==> config.mk <==
export PLATFORM = sky130hd
export DESIGN_NAME = rtype_issue
export DESIGN_NICKNAME = d
export VERILOG_FILES = /design/src/rtl/rtype_issue.sv
export SDC_FILE = /design/constraint.sdc
export NUM_CORES = 2
export LEC_CHECK = 0
export BUFFER_PORTS_ARGS = -buffer_cell sky130_fd_sc_hd__buf_2
export CORE_MARGIN = 2
export CORE_UTILIZATION = 49
export CTS_CLUSTER_SIZE = 10
export DETAILED_ROUTE_END_ITERATION = 10
export PLACE_DENSITY = 0.71
export SLEW_MARGIN = 40
export SYNTH_ARGS = -nofsm -noshare
export SYNTH_HDL_FRONTEND = slang
export SYNTH_SLANG_ARGS = --single-unit
==> constraint.sdc <==
create_clock -name clk -period 5.9 [get_ports clk]
set_input_delay 1.18 -clock clk [delete_from_list [all_inputs] [get_ports clk]]
set_output_delay 1.18 -clock clk [all_outputs]
set_load 0.05 [all_outputs]
==> src/rtl/rtype_issue.sv <==
// Multi-cycle MIPS R-type issue stage with a 32x32 register file.
// Handles ADDU/SUBU/SLL/SLLV; other words raise a one-cycle illegal pulse.
module rtype_issue (
  input  logic        clk,
  input  logic        rst_n,
  input  logic        instr_valid,
  output logic        instr_ready,
  input  logic [31:0] instr,
  output logic [31:0] alu_rs_data,
  output logic [31:0] alu_rt_data,
  output logic [5:0]  alu_funct,
  output logic [4:0]  alu_shamt,
  input  logic [31:0] alu_result,
  output logic        done,
  output logic        illegal,
  input  logic        dbg_we,
  input  logic [4:0]  dbg_addr,
  input  logic [31:0] dbg_wdata,
  output logic [31:0] dbg_rdata
);

  localparam logic [2:0] IDLE   = 3'd0;
  localparam logic [2:0] DECODE = 3'd1;
  localparam logic [2:0] EXEC   = 3'd2;
  localparam logic [2:0] WB     = 3'd3;
  localparam logic [2:0] ERR    = 3'd4;

  logic [2:0]  state;
  logic [31:0] ir;
  logic [31:0] res;
  logic [31:0] regs [32];

  logic [5:0] op;
  logic [4:0] rs;
  logic [4:0] rt;
  logic [4:0] rd;
  logic [4:0] sh;
  logic [5:0] fn;

  assign op = ir[31:26];
  assign rs = ir[25:21];
  assign rt = ir[20:16];
  assign rd = ir[15:11];
  assign sh = ir[10:6];
  assign fn = ir[5:0];

  logic [31:0] rs_val;
  logic [31:0] rt_val;

  assign rs_val = regs[rs];
  assign rt_val = regs[rt];

  logic is_addu;
  logic is_subu;
  logic is_sll;
  logic is_sllv;
  logic legal;

  assign is_addu = (op == 6'd0) && (fn == 6'b100001);
  assign is_subu = (op == 6'd0) && (fn == 6'b100011);
  assign is_sll  = (op == 6'd0) && (fn == 6'b000000);
  assign is_sllv = (op == 6'd0) && (fn == 6'b000100);
  assign legal   = is_addu | is_subu | is_sll | is_sllv;

  logic [5:0]  d_fn;
  logic [31:0] d_a;
  logic [31:0] d_b;
  logic [4:0]  d_sh;

  // Translate the latched word into ALU operands and opcode
  always_comb begin
    d_fn = '0;
    d_a  = '0;
    d_b  = '0;
    d_sh = '0;
    unique case (1'b1)
      is_addu: begin
        d_fn = 6'b001001;
        d_a  = rs_val;
        d_b  = rt_val;
      end
      is_subu: begin
        d_fn = 6'b001010;
        d_a  = rs_val;
        d_b  = rt_val;
      end
      is_sll: begin
        d_fn = 6'b100001;
        d_a  = rt_val;
        d_sh = sh;
      end
      is_sllv: begin
        d_fn = 6'b110101;
        d_a  = rt_val;
        d_b  = {27'b0, rs_val[4:0]};
      end
      default: ;
    endcase
  end

  assign instr_ready = rst_n && (state == IDLE);
  assign done        = (state == WB);
  assign illegal     = (state == ERR);
  assign dbg_rdata   = regs[dbg_addr];

  // Sequencer: IDLE -> DECODE -> EXEC -> WB, or DECODE -> ERR
  always_ff @(posedge clk) begin
    if (!rst_n) begin
      state       <= IDLE;
      ir          <= '0;
      res         <= '0;
      alu_rs_data <= '0;
      alu_rt_data <= '0;
      alu_funct   <= '0;
      alu_shamt   <= '0;
    end else begin
      case (state)
        IDLE: begin
          if (instr_valid) begin
            ir    <= instr;
            state <= DECODE;
          end
        end
        DECODE: begin
          if (legal) begin
            alu_rs_data <= d_a;
            alu_rt_data <= d_b;
            alu_funct   <= d_fn;
            alu_shamt   <= d_sh;
            state       <= EXEC;
          end else begin
            state <= ERR;
          end
        end
        EXEC: begin
          res   <= alu_result;
          state <= WB;
        end
        WB:      state <= IDLE;
        ERR:     state <= IDLE;
        default: state <= IDLE;
      endcase
    end
  end

  // Register file: debug port only while idle, writeback in WB; R0 stays 0
  always_ff @(posedge clk) begin
    if (!rst_n) begin
      for (int i = 0; i < 32; i++) regs[i] <= '0;
    end else begin
      if (state == IDLE && dbg_we && dbg_addr != 5'd0)
        regs[dbg_addr] <= dbg_wdata;
      if (state == WB && rd != 5'd0)
        regs[rd] <= res;
    end
  end

endmodule
# Word-level counts from Yosys, hierarchy flattened
# Memory sizes are Yosys's and may differ from the RTL's. A register that Yosys moved wholly into a read port is not among the register bits.
# Index checks and enable logic that the tools add are counted.
# word_totals
ff_bits	142
wordCells	62
output_inout_bits	110
in_bits	105
mem_bits_rw	1024
mem_count	1
# classes
n_reduce_logical	19
n_eq_ne	8
bitwise_logic	3
n_mux	24
# memory_table
memory	words	word_bits	read_ports	rd_clocked_by_memory_dff	write_ports	line_no	text
regs	32	32	3	2	32	31	logic [31:0] regs [32];
# ops
op	n
$pmux 32 s2	2
$mux 32	2
$reduce_or 32->1	2
$mux 5	7
$pmux 6 s4	1
$eq 6x6->1 const B	2
$logic_not 6->1	2
$reduce_bool 5->1	2
$mux 1	9
$pmux 3 s3	1
$logic_and 1x1->1	8
$eq 3x2->1 const B	2
$eq 6x3->1 const B	1
$mux 3	2
$reduce_and 2->1	2
$reduce_or 2->1	2
$eq 3x1->1 const B	1
$eq 3x3->1 const B	1
$logic_not 3->1	1
$or 1x1->1	3
$ne 2x2->1 const B	1

# Depth between registers and ports, before layout
# depth
word_depth	9
mapped_depth	10
mapped_depth_nobuf	6

# Worst setup path after synthesis
# No wires, ideal clock.
# synth_timing
path_kind	input port to flip-flop
start	input rst_n
end	memory regs[8][0] (enable)
path_stages	8
t_arrival_ns	4.259
path_buffers	2
path_slack_ns	1.252
setup_time_ns	0.389
path_cell_list	buf_2 nor4b_2 nand2_1 o32a_1 nor2b_1 nand2_1 clkbuf_1 nand2_1
# synth_lines
item	line_no	text
from (decl)	5	input logic rst_n,
to (decl)	31	

# Worst setup path after layout
# layout_timing
start	input dbg_addr[0]
end	output dbg_rdata[28]
# layout_between
elab_chain_cells	1
# layout_rtl
item	line_no	text
from (decl)	17	input logic [4:0] dbg_addr,
$mem_v2 32x32	-	
to (decl)	19	output logic [31:0] dbg_rdata
# No other way between the ends.

==> summary.md <==
| Metric | Value |
|---|---|
| Crit. End Element | output pin |
| Commonest cells in the netlist | nor2_1, edfxtp_1, mux4_2 |
| Gate Count Post-Synth | 4430 |
| M2 GR Usage | 0.5253 |
| Main synth FF type | edfxtp_1 |
| Initial antenna violation count | 4 |
| XOR/XNOR Fraction of Synth Area | 0 |
| Clk slew on worst S/H paths | 0.06 ns |
| Hold Vio Cnt, Final | 0 |
| GR peak layer | met2 |
| Peak Freq | 0.1936 GHz |
| Vias in the first global route | 46420 |
| Setup ws final | 0.7353 ns |
| Cell with the most instances after synthesis | nor2_1 |
| Layout area overhead | 13.51% |
| Iter 0 DRT Violations | 9927 |
| Synthesized area per cell | 14.50 um2 |
| # clock sinks | 1175 |
| Unique masters post-synth | 49 |
| Pre-CTS WS | 0.7721 ns |
| Met1 Usage GRT | 0.4510 |
| Met3 GRT Util | 0.1526 |
| Die height | 366.0 um |
| Max-Cap Viols | 0 |
| Worst slew pin tran | 0.9884 ns |
| Compound-gate portion of the synthesized area | 0.02854 |
| Synth Warn # | 0 |
| CTS tree | done |
| Core area | 129800 um2 |
| Post-synth EDFFs | 1024 |
| Longest Clk Path Bufs | 3 |
| Simple-gate share of the synthesized area | 0.09474 |
| Total track usage | 0.3672 |
| Vias per Instance | 7.488 |
| Crit Path Class | in2out |
| PortBufs | 214 |
| CP max FO | 40 |
| Largest net degree at the start of global routing | 89 |
| PwrDens | 291.7 nW/um2 |
| Setup_tns | 0 ns |
| Ports | 215 |
| CTS hold repair buffers | 0 |
| Clk_lat worst skew | 0.81 ns |
| Via count | 47930 |
| Worst Path Required | 4.72 ns |
| Largest family of logic cells by synthesized area | multiplexers |
| Post-synthesis cell area | 64220 um2 |
| Yosys top cell by area | edfxtp_1 |
| Hold crit path type | reg2reg |
| Setup violations, final | 0 |
| Share of cells above drive strength 1 | 0.3479 |
| RSZ-0062 raised after global routing | no |
| Overflow left after global routing | 0 |
| FFs w/ async S/R, synth | 0 |
| RePlAce Congestion | 0.9106 |
| Die width | 366.0 um |
| TritonRoute pass-1 iters | 9 |
| CP Launch Type | input port |
| Num rows | 132 |
| Nets | 4649 |
| Ranking of synthesized cells by area | edfxtp_1, mux4_2, nor2_1 |
| Slew Limit Headroom | 0.3411 |
| Total CTS buffers | 141 |
| Post-CTS setup repair buffer count | 0 |
| FILL cells | 10120 |
| Tcrit/Tclk final | 0.8754 |
| WL final | 247500 um |
| Synth Area in Adders | 0 |
| ANT nets after route | 0 |
| First-pass GRT wire length | 346200 um |
| Clock Skews | 0.02797 ns |
| Mux contribution to synthesized area | 0.3199 |
| Die area | 134000 um2 |
| CP Data Arrival Time | 3.98 ns |
| HPWL Detailed | 143000 um |
| WL/cell | 38.67 um |
| H-tree lvl count | 4 |
| Status | complete, no violations |
| PostCTS Resize Cnt | 0 |
| VDD IR max | 0.0003433 V |
| Seq/Total Area, Yosys | 0.5259 |
| Post-synthesis register bit count | 1175 |
| Remaining DRCs | 0 |
| Root buf cell | clkbuf_16 |
| Initial Utilization | 0.4947 |
| Final min period | 5.165 ns |
| Top cell type's share of synthesized area | 0.4788 |
| Static Leakage | 24.75 nW |
| Slew Viols, Final | 0 |
layout make-up:
class | count | area [um2] | area share
Timing Repair Buffer | 425 | 3465 | 0.04753
Multi-Input combinational cell | 2795 | 29140 | 0.3997
Clock buffer | 228 | 3980 | 0.05460
Clock inverter | 22 | 296.5 | 0.004068
Tap cell | 1742 | 2180 | 0.02990
Antenna cell | 7 | 17.52 | 0.0002403
Sequential cell | 1175 | 33800 | 0.4636
Inverter | 6 | 27.53 | 0.0003776
cells by family after synthesis:
family | after synthesis
buffers and inverters | 491
DFF | 1175
other | 1
AOI/OAI and AO/OA | 289
and+or+nand+nor | 1532
muxes | 942
layer usage:
layer	vias up	share of wire
li1	17630	-
met1	23780	0.31
met2	5296	0.43
met3	1209	0.17
met4	4	0.083
met5	-	0.000081
power breakdown:
part	switching, mW	leakage [nW]	internal [mW]
Sequential	0.317	11.8	9.36
Combinational	1.89	10.9	1.38
Clock	3.58	2.04	4.75
Total	5.78	24.8	15.5
placed cells by master, fill, tap and decap left out, types with 9 or more instances in the layout:
cell and count:
edfxtp_1 1024, a21oi_1 70, buf_4 137, nor2b_1 9
nor4_1 30, nand3_1 63, nand2_1 281, clkbuf_1 79
buf_8 14, nor2_1 1037, buf_2 211, buf_6 13
o22ai_1 127, clkbuf_16 145, a22oi_1 74, conb_1 32
mux2i_1 17, mux4_2 888, dfxtp_1 144, nand2_2 66
mux2i_4 18, mux2i_2 14, buf_12 47
metrics by stage:
stage / utilization / cell area [um2] / power (mW) / instances / hold WS [ns]
3_5_place_dp: 0.5278 / 68510 / 12.97 / 6140 / 0.4375
4_1_cts: 0.5607 / 72790 / 21.13 / 6390 / 0.4452
5_1_grt: 0.5614 / 72880 / 21.66 / 6393 / 0.4600
6_report: 0.5616 / 72900 / 21.27 / 6400 / 0.4419
3_3_place_gp: 0.5242 / 68040 / 12.89 / 6112 / 0.4223
2_1_floorplan: - / 64340 / 11.81 / 4461 / 0.4308
worst max-delay path, stage by stage:
cell and delay, ns:
buf_8 0.21, buf_16 0.29, buf_16 0.29, buf_12 0.35
mux4_2 0.54, mux4_2 0.54, nand2_1 0.11, nand2_1 0.14
buf_2 0.24
sequential cells by signal (all words and copies together) (netlist names), named ones only:
register,cells
regs,1024
alu_rs_data,32
alu_rt_data,32
ir,32
res,32
alu_funct,5
alu_shamt,5
state,3
final timing paths:
check / from / to / slack, ns / cells past startpoint
setup reg to reg: state[1] / regs[2][15] / 1.96 / 8
setup / recovery: dbg_addr[0] / dbg_rdata[28] / 0.74 / 9
hold / removal: alu_rt_data[2] / alu_rt_data[2] / 0.44 / 2
hold reg to reg: alu_rt_data[2] / alu_rt_data[2] / 0.44 / 2
(Power assumes the default switching activity.)
